--- config.mk ---
export PLATFORM = sky130hd
export DESIGN_NAME = mest_result_collector
export DESIGN_NICKNAME = d
export VERILOG_FILES = /design/src/rtl/mest_result_collector.sv
export SDC_FILE = /design/constraint.sdc
export NUM_CORES = 1
export LEC_CHECK = 0
export ABC_AREA = 1
export CAP_MARGIN = 15
export CORE_MARGIN = 2
export CORE_UTILIZATION = 64
export CTS_CLUSTER_DIAMETER = 50
export DETAILED_ROUTE_END_ITERATION = 8
export PLACE_DENSITY = 0.92
export SLEW_MARGIN = 15
export SYNTH_ARGS = -nofsm -noshare
export SYNTH_HDL_FRONTEND = slang
export SYNTH_SLANG_ARGS = --single-unit
--- constraint.sdc ---
create_clock -name clk -period 4.75 [get_ports clk]
set_clock_uncertainty 0.1 [all_clocks]
set_input_delay 1.1875 -clock clk [delete_from_list [all_inputs] [get_ports clk]]
set_output_delay 1.1875 -clock clk [all_outputs]
set_load 0.02 [all_outputs]
--- src/rtl/mest_result_collector.sv ---
`default_nettype none
// ============================================================================
// Module   : mest_result_collector
// Purpose  : Launches a processor run, captures its flagged results into a
//            FIFO and lets the host drain them.
// Revision : 1.0 - initial release
// ============================================================================
module mest_result_collector #(
  parameter int DATA_WIDTH     = 8,
  parameter int FIFO_DEPTH     = 16,
  parameter int START_DELAY    = 10,
  parameter int TIMEOUT_CYCLES = 1024
) (
  input  logic                          clk,
  input  logic                          i_reset_n,
  input  logic                          i_go,
  output logic                          o_start,
  input  logic [DATA_WIDTH-1:0]         i_result,
  input  logic                          i_valid_result,
  input  logic                          i_carry,
  input  logic                          i_zero_flag,
  input  logic                          i_all_done,
  input  logic                          i_rd_en,
  output logic [DATA_WIDTH+1:0]         o_rd_data,
  output logic                          o_rd_valid,
  output logic                          o_empty,
  output logic                          o_full,
  output logic [$clog2(FIFO_DEPTH):0]   o_count,
  output logic [15:0]                   o_result_total,
  output logic                          o_overflow,
  output logic                          o_timeout,
  output logic                          o_busy,
  output logic                          o_run_done
);

  localparam int c_AW    = (FIFO_DEPTH > 1) ? $clog2(FIFO_DEPTH) : 1;
  localparam int c_CW    = $clog2(FIFO_DEPTH) + 1;
  localparam int c_EW    = DATA_WIDTH + 2;
  localparam int c_DLY_W = (START_DELAY > 1) ? $clog2(START_DELAY) : 1;
  localparam int c_TMO_W = (TIMEOUT_CYCLES > 1) ? $clog2(TIMEOUT_CYCLES) : 1;

  typedef enum logic [2:0] {
    S_IDLE  = 3'd0,
    S_WAIT  = 3'd1,
    S_START = 3'd2,
    S_RUN   = 3'd3,
    S_DONE  = 3'd4
  } state_t;

  state_t               r_state;
  state_t               w_state_nxt;
  logic [c_DLY_W-1:0]   r_dly_cnt;
  logic [c_TMO_W-1:0]   r_tmo_cnt;
  logic [c_EW-1:0]      r_mem [FIFO_DEPTH];
  logic [c_AW-1:0]      r_wr_ptr;
  logic [c_AW-1:0]      r_rd_ptr;
  logic [c_CW-1:0]      r_count;
  logic [15:0]          r_total;
  logic [c_EW-1:0]      r_rd_data;
  logic                 r_rd_valid;
  logic                 r_overflow;
  logic                 r_timeout;
  logic                 r_start;
  logic                 r_busy;
  logic                 r_run_done;

  logic w_full;
  logic w_empty;
  logic w_pop;
  logic w_res_in;
  logic w_push;
  logic w_drop;
  logic w_launch;
  logic w_dly_end;
  logic w_tmo_hit;

  always_comb begin
    w_full    = (r_count == c_CW'(FIFO_DEPTH));
    w_empty   = (r_count == '0);
    w_pop     = i_rd_en && !w_empty;
    w_res_in  = (r_state == S_RUN) && i_valid_result;
    // A pop in the same cycle frees the slot the incoming result needs.
    w_push    = w_res_in && (!w_full || w_pop);
    w_drop    = w_res_in && w_full && !w_pop;
    w_launch  = i_go && ((r_state == S_IDLE) || (r_state == S_DONE));
    w_dly_end = (r_dly_cnt == c_DLY_W'(START_DELAY - 1));
    w_tmo_hit = (r_state == S_RUN) && !i_valid_result && !i_all_done &&
                (r_tmo_cnt == c_TMO_W'(TIMEOUT_CYCLES - 1));
  end

  always_ff @(posedge clk or negedge i_reset_n) begin
    if (!i_reset_n) begin
      r_state <= S_IDLE;
    end else begin
      r_state <= w_state_nxt;
    end
  end

  always_comb begin
    w_state_nxt = r_state;
    case (r_state)
      S_IDLE:  if (w_launch) w_state_nxt = S_WAIT;
      S_WAIT:  if (w_dly_end) w_state_nxt = S_START;
      S_START: w_state_nxt = S_RUN;
      S_RUN:   if (i_all_done || w_tmo_hit) w_state_nxt = S_DONE;
      S_DONE:  if (w_launch) w_state_nxt = S_WAIT;
      default: w_state_nxt = S_IDLE;
    endcase
  end

  // Status outputs are registered from the next state so they line up with r_state.
  always_ff @(posedge clk or negedge i_reset_n) begin
    if (!i_reset_n) begin
      r_start    <= 1'b0;
      r_busy     <= 1'b0;
      r_run_done <= 1'b0;
      r_dly_cnt  <= '0;
      r_tmo_cnt  <= '0;
    end else begin
      r_start    <= (w_state_nxt == S_START);
      r_busy     <= (w_state_nxt == S_WAIT) || (w_state_nxt == S_START) ||
                    (w_state_nxt == S_RUN);
      r_run_done <= (w_state_nxt == S_DONE);
      r_dly_cnt  <= (r_state == S_WAIT) ? r_dly_cnt + c_DLY_W'(1) : '0;
      r_tmo_cnt  <= ((r_state == S_RUN) && !i_valid_result) ?
                    r_tmo_cnt + c_TMO_W'(1) : '0;
    end
  end

  always_ff @(posedge clk) begin
    if (w_push) begin
      r_mem[r_wr_ptr] <= {i_carry, i_zero_flag, i_result};
    end
  end

  always_ff @(posedge clk or negedge i_reset_n) begin
    if (!i_reset_n) begin
      r_wr_ptr   <= '0;
      r_rd_ptr   <= '0;
      r_count    <= '0;
      r_total    <= '0;
      r_overflow <= 1'b0;
      r_timeout  <= 1'b0;
      r_rd_data  <= '0;
      r_rd_valid <= 1'b0;
    end else begin
      r_rd_valid <= w_pop;
      if (w_pop) begin
        r_rd_data <= r_mem[r_rd_ptr];
      end
      if (w_launch) begin
        r_wr_ptr   <= '0;
        r_rd_ptr   <= '0;
        r_count    <= '0;
        r_total    <= '0;
        r_overflow <= 1'b0;
        r_timeout  <= 1'b0;
      end else begin
        if (w_push) begin
          r_wr_ptr <= r_wr_ptr + c_AW'(1);
        end
        if (w_pop) begin
          r_rd_ptr <= r_rd_ptr + c_AW'(1);
        end
        case ({w_push, w_pop})
          2'b10:   r_count <= r_count + c_CW'(1);
          2'b01:   r_count <= r_count - c_CW'(1);
          default: r_count <= r_count;
        endcase
        if (w_push && (r_total != 16'hFFFF)) begin
          r_total <= r_total + 16'd1;
        end
        if (w_drop) begin
          r_overflow <= 1'b1;
        end
        if (w_tmo_hit) begin
          r_timeout <= 1'b1;
        end
      end
    end
  end

  assign o_start        = r_start;
  assign o_busy         = r_busy;
  assign o_run_done     = r_run_done;
  assign o_rd_data      = r_rd_data;
  assign o_rd_valid     = r_rd_valid;
  assign o_count        = r_count;
  assign o_empty        = w_empty;
  assign o_full         = w_full;
  assign o_result_total = r_total;
  assign o_overflow     = r_overflow;
  assign o_timeout      = r_timeout;

endmodule
`default_nettype wire

==> impl_metrics.env, run 1 <==
export IMPL_cts_repair_resized=0
export IMPL_endpoint_kind="primary output"
export IMPL_synthesis_area_um2=10100
export IMPL_initial_core_util=0.660
export IMPL_drtPass1Iterations=7
export IMPL_rsz0062_at_grt="no"
export IMPL_cts_setup_buffers=0
export IMPL_syn2layout_area_growth_pct=13.5
export IMPL_finalInstanceArea_um2=11500
export IMPL_yosysTopAreaCellShare=0.475
export IMPL_synth_area_top_cells="edfxtp_1 (48%), dfrtp_1 (15%), nand2_1 (13%), nand3_1 (7.7%), inv_1 (5.9%)"
export IMPL_synth_async_sr_flop_share=0.279
export IMPL_place_gp_congestion=0.943
export IMPL_synthCells=1068
export IMPL_die_area_um2=16800
export IMPL_dpl_cell_area_um2=10800
export IMPL_layout_drive_gt1_share=0.0488
export IMPL_power_density_nw_per_um2=514
export IMPL_wl_met1_um=8930
export IMPL_cts_made_buffers=22
export IMPL_cp_data_required_time_ns=3.46
export IMPL_path_class="register to primary output"
export IMPL_leakage_nw=5.09
export IMPL_ctsRootBufferMaster="clkbuf_16"
export IMPL_path_clk_slew_ns=0.06
export IMPL_antenna_left=0
export IMPL_wl_per_cell_um=18.7
export IMPL_startpoint="o_count[1]"
export IMPL_grt_max_degree=83
export IMPL_ys_seq_elements=222
export IMPL_path_max_fanout=5
export IMPL_slew_headroom=0.381
export IMPL_yosysUniqueCellTypes=31
export IMPL_critPathArrivalTime_ns=2.10
export IMPL_worst_slew_pin_slew_ns=0.925
export IMPL_io_buffers=54
export IMPL_netlist_top_cells_count="nand2_1 (345), edfxtp_1 (160), inv_1 (158)"
export IMPL_grtUsageTotal=0.310
export IMPL_fin_ws_ns=1.37
export IMPL_clock_sinks=222
export IMPL_layout_min_cycle_time_ns=3.38
export IMPL_grt_pass1_wl_um=39600
export IMPL_setup_viol=0
export IMPL_die_h_um=130
export IMPL_finalHoldViolCount=0
export IMPL_synth_most_common_cell="nand2_1"
export IMPL_num_rows=45
export IMPL_drtIter0Drc=1058
export IMPL_min_period_over_period=0.712
export IMPL_grt_ovfl_total=0
export IMPL_cts_tree="yes"
export IMPL_min_from="o_rd_data[2]"
export IMPL_die_w_um=130
export IMPL_ys_flop_type="edfxtp_1"
export IMPL_cap_violations=0
export IMPL_final_max_slew_violation_count=0
export IMPL_syn_area_per_cell_um2=9.46
export IMPL_final_util=0.749
export IMPL_yosysWarnings=0
export IMPL_peakVddDrop_uv=303
export IMPL_routed_via_density=5.92
export IMPL_num_antenna_cells=0
export IMPL_yosysTopAreaCell="edfxtp_1"
export IMPL_core_um2=15300
export IMPL_io_pins=55
export IMPL_startpoint_type="register"
export IMPL_synth_edf_count=160
export IMPL_met3_length_um=2630
export IMPL_cts_htree_levels=1
export IMPL_wl_um=25100
export IMPL_nNetsFinal=1142
export IMPL_drt_drc_violations_left=0
export IMPL_syn_num_nets=1097
export IMPL_yosysSeqAreaShare=0.629
export IMPL_clk_path_buf_depth=3
export IMPL_place_hpwl_um=15200
export IMPL_outcome="complete, no violations"
export IMPL_antenna_found_initial=0
export IMPL_tns_ns=0
export IMPL_highest_layer="met4"
export IMPL_grt_pass1_vias=7526
export IMPL_place_ws_ns=1.12
export IMPL_holdCritPathClass="register to register"
export IMPL_clk_latency_ns=0.50
export IMPL_vias=7925
export IMPL_postCtsHoldBufs=0
export IMPL_fmaxAchievable_mhz=296
export IMPL_timing_rr_start="o_count[1]"
export IMPL_power_mw=5.90
export IMPL_wl_met2_um=12200
path summary, 6_finish.rpt:
check / to / slack, ns / cells after the start
min reg2reg: o_rd_data[2] / 0.38 / 2
min in group asynchronous: o_result_total[15] / 0.60 / 1
min: o_rd_data[2] / 0.38 / 2
max in group asynchronous: r_tmo_cnt[1] / 3.04 / 2
max: o_empty / 1.37 / 4
max reg2reg: o_count[4] / 2.15 / 13
registers in the layout (all words and copies together) (netlist names):
signal	count
o_timeout	1
r_wr_ptr	4
o_start	1
r_tmo_cnt	10
o_rd_valid	1
o_overflow	1
r_mem	160
r_state	3
r_rd_ptr	4
o_run_done	1
o_rd_data	10
o_busy	1
o_count	5
r_dly_cnt	4
o_result_total	16
cell type report:
cell class | instances | area, µm²
Inverter | 163 | 612
Fill cell | 930 | 3850
Sequential cell | 222 | 6360
Timing Repair Buffer | 60 | 581
Clock inverter | 10 | 56.3
Tap cell | 211 | 264
Multi-Input combinational cell | 644 | 2970
Clock buffer | 29 | 628
cells in the final DEF (no fill, tap or decap), types with 6 or more instances in the layout:
cell               n
clkdlybuf4s50_1   53
clkbuf_16         23
nand3_1          155
nand4_1           21
edfxtp_1         160
ha_1              12
nor2_1            53
inv_1            158
nand2_1          345
dfrtp_1           61
a21oi_1            7
xnor2_1            7
nor3_1             9
o21ai_0           10
buf_4              6
xor2_1             8
stage by stage:
stage	hold WS [ns]	cells
5_1_grt	0.402	1339
2_1_floorplan	0.360	1068
4_1_cts	0.383	1339
6_report	0.376	1339
3_5_place_dp	0.366	1300
3_3_place_gp	0.363	1300
logic make-up (layout without fill, tap and decap cells):
| logic type | after synthesis | in the layout | synth area share |
|---|---|---|---|
| compound gates | 24 | 24 | 0.0136 |
| xor+xnor | 15 | 15 | 0.0130 |
| fa+ha+maj | 13 | 13 | 0.0168 |
| buf+inv | 202 | 262 | 0.0772 |
| flops | 222 | 222 | 0.629 |
| simple gates | 592 | 592 | 0.250 |
critical path: stages (launching register included):
cell             delay, ns
dfrtp_1               0.45
nor2_1                0.24
nand3_1               0.18
inv_1                 0.10
clkdlybuf4s50_1       0.62
per-layer routing:
metal,global-route usage,vias to the layer above
met2,0.505,574
met1,0.400,3682
met5,0,-
met3,0.0636,137
li1,-,3532
met4,0.156,0
power breakdown:
part           switching [mW]  internal (mW)  total [mW]  leakage (nW)
clock                   0.702          0.931        1.63         0.336
combinational            1.30          0.605        1.90          2.49
sequential              0.149           2.21        2.36          2.26
Note: power is estimated with default switching activity, not from simulation.
==> run 2, diff against run 1 <==
--- a/config.mk
+++ b/config.mk
@@ -8,10 +8,10 @@
 export ABC_AREA = 1
 export CAP_MARGIN = 15
 export CORE_MARGIN = 2
-export CORE_UTILIZATION = 64
+export CORE_UTILIZATION = 60
 export CTS_CLUSTER_DIAMETER = 50
 export DETAILED_ROUTE_END_ITERATION = 8
-export PLACE_DENSITY = 0.92
+export PLACE_DENSITY = 0.88
 export SLEW_MARGIN = 15
 export SYNTH_ARGS = -nofsm -noshare
 export SYNTH_HDL_FRONTEND = slang
==> constraint.sdc (replaced) <==
create_clock -name clk -period 3.3 [get_ports clk]
set_clock_uncertainty 0.1 [all_clocks]
set_input_delay 0.825 -clock clk [delete_from_list [all_inputs] [get_ports clk]]
set_output_delay 0.825 -clock clk [all_outputs]
set_load 0.02 [all_outputs]
==> run 2 against run 1 <==
Register-to-register slack worse by 1.1 ns. Utilization down 3.7 points. Cell count is 2.4% higher. Power increased by 52%. Sequential power increased by 42%. Critical endpoint is now o_full. Worst hold slack got worse by 0.057 ns. Non-clock buffer count is 19 higher.
==> impl_metrics.env, run 2 (synthesized netlist as in run 1, its figures left out) <==
export IMPL_outcome="complete, no violations"
export IMPL_postCtsHoldBufs=0
export IMPL_power_share_combinational=0.315
export IMPL_die_w_um=134
export IMPL_drt_drc_violations_left=0
export IMPL_clockPowerShare=0.309
export IMPL_cts_repair_resized=0
export IMPL_path_class="register to primary output"
export IMPL_layout_min_cycle_time_ns=2.96
export IMPL_cp_data_required_time_ns=2.37
export IMPL_rsz0062_at_grt="no"
export IMPL_place_ws_ns=0.451
export IMPL_critPathMaxStageDelay_ns=0.61
export IMPL_grt_max_degree=83
export IMPL_critPathArrivalTime_ns=2.04
export IMPL_layout_drive_gt1_share=0.0669
export IMPL_ff2ff_setup_slack_ns=1.03
export IMPL_startpoint="o_count[1]"
export IMPL_most_common_layout_cells="nand2_1 (345), edfxtp_1 (160), inv_1 (158)"
export IMPL_seqPwrFrac=0.376
export IMPL_grt_pass1_vias=7280
export IMPL_drtIter0Drc=946
export IMPL_path_delay_family="buffers and inverters"
export IMPL_num_rows=47
export IMPL_cts_tree="yes"
export IMPL_fmaxAchievable_mhz=338
export IMPL_endpoint="o_full"
export IMPL_cts_made_buffers=25
export IMPL_largest_register_ffs=160
export IMPL_timing_rr_start="o_count[1]"
export IMPL_path_max_fanout=5
export IMPL_worst_slew_pin_slew_ns=0.907
export IMPL_path_clk_slew_ns=0.06
export IMPL_nNetsFinal=1164
export IMPL_finalHoldViolCount=0
export IMPL_power_density_nw_per_um2=760
export IMPL_vias=7710
export IMPL_wl_um=23900
export IMPL_core_um2=16500
export IMPL_finalInstanceArea_um2=11800
export IMPL_place_gp_congestion=0.899
export IMPL_fin_ws_ns=0.339
export IMPL_routed_via_density=5.62
export IMPL_nFillCells=1122
export IMPL_instances_no_fill=1371
export IMPL_dpl_cell_area_um2=11000
export IMPL_min_period_over_period=0.897
export IMPL_power_mw=8.94
export IMPL_cpMaxStageDelayCell="clkdlybuf4s50_1"
export IMPL_cts_setup_buffers=0
export IMPL_ctsRootBufferMaster="clkbuf_16"
export IMPL_worst_r2r_path_depth=7
export IMPL_sw_frac_of_total=0.360
export IMPL_syn2layout_area_growth_pct=16.4
export IMPL_p_int_mw=5.72
export IMPL_cts_htree_levels=1
export IMPL_path_cells="nor2_1 -> nand3_1 -> inv_1 -> clkdlybuf4s50_1"
export IMPL_top_register="r_mem"
export IMPL_grt_pass1_wl_um=37900
export IMPL_dpl_cell_count=1328
export IMPL_initial_core_util=0.612
export IMPL_layout_commonest_cell="nand2_1"
export IMPL_path_depth=4
export IMPL_p_switching_mw=3.21
export IMPL_die_h_um=134
export IMPL_setup_viol=0
export IMPL_wl_per_cell_um=17.4
export IMPL_antenna_left=0
export IMPL_die_area_um2=17900
export IMPL_r2r_end="o_count[4]"
export IMPL_leakage_nw=5.25
export IMPL_final_max_slew_violation_count=0
export IMPL_drtPass1Iterations=6
export IMPL_endpoint_kind="primary output"
export IMPL_cap_violations=0
export IMPL_tns_ns=0
export IMPL_grtUsageTotal=0.271
export IMPL_grt_ovfl_total=0
export IMPL_crit_buf_inv=2
export IMPL_holdCritPathClass="input pin to asynchronous set/reset pin"
export IMPL_io_pins=55
export IMPL_clk_path_buf_depth=3
export IMPL_place_hpwl_um=14600
export IMPL_clock_sinks=222
export IMPL_startpoint_type="register"
export IMPL_io_buffers=54
export IMPL_slew_headroom=0.393
export IMPL_peakVddDrop_uv=536
export IMPL_num_antenna_cells=0
export IMPL_clk_latency_ns=0.51
export IMPL_antenna_found_initial=0
==> run 2: cell count changes in the layout (fill, tap and decap cells not counted), moves of 2 or more <==
cell	previous run	this run
buf_4	6	24
bufinv_16	0	3
clkbuf_16	23	25
clkbuf_8	3	0
clkinv_2	5	2
inv_6	0	2
inv_8	0	2
==> run 2: cell type report <==
class                      instances  area [µm²]  share of cell area
clock inverter                    15         174              0.0148
inverter                         163         612              0.0520
timing repair buffer              79         736              0.0626
tap                              220         275              0.0234
clock buffer                      28         637              0.0541
sequential                       222        6360               0.541
multi-input combinational        644        2970               0.253
==> run 2: metrics by stage <==
step	hold slack, ns	util
after floorplan	0.360	-
after global routing	0.374	0.712
final	0.319	0.712
after CTS	0.334	0.712
after global placement	0.371	0.663
after detailed placement	0.370	0.663
==> run 2: metal layers <==
layer | wire length, µm | vias up | GRT usage
met4 | 1040 | 0 | 0.126
met3 | 1910 | 75 | 0.0370
li1 | - | 3581 | -
met1 | 9080 | 3670 | 0.352
met5 | 0 | - | 0
met2 | 11800 | 384 | 0.459
==> run 2: worst min path at each step <==
stage                    to  slack (ns)         start  cells after the start
2_1_floorplan  r_dly_cnt[0]        0.36  r_dly_cnt[0]                      1
3_3_place_gp   o_rd_data[5]        0.37  o_rd_data[5]                      2
3_5_place_dp   o_rd_data[3]        0.37  o_rd_data[3]                      2
4_1_cts         r_rd_ptr[2]        0.33     i_reset_n                      1
5_1_grt        o_rd_data[4]        0.37     i_reset_n                      1
6_report       o_rd_data[5]        0.32     i_reset_n                      1
==> run 2: power groups by stage <==
stage                     Sequential, mW  Combinational (mW)  Clock, mW
after global routing                3.38                3.08       2.89
after floorplan                     3.49                1.71          0
after detailed placement            3.41                2.75          0
after global placement              3.41                2.68          0
final                               3.36                2.81       2.76
after CTS                           3.36                2.79       2.78
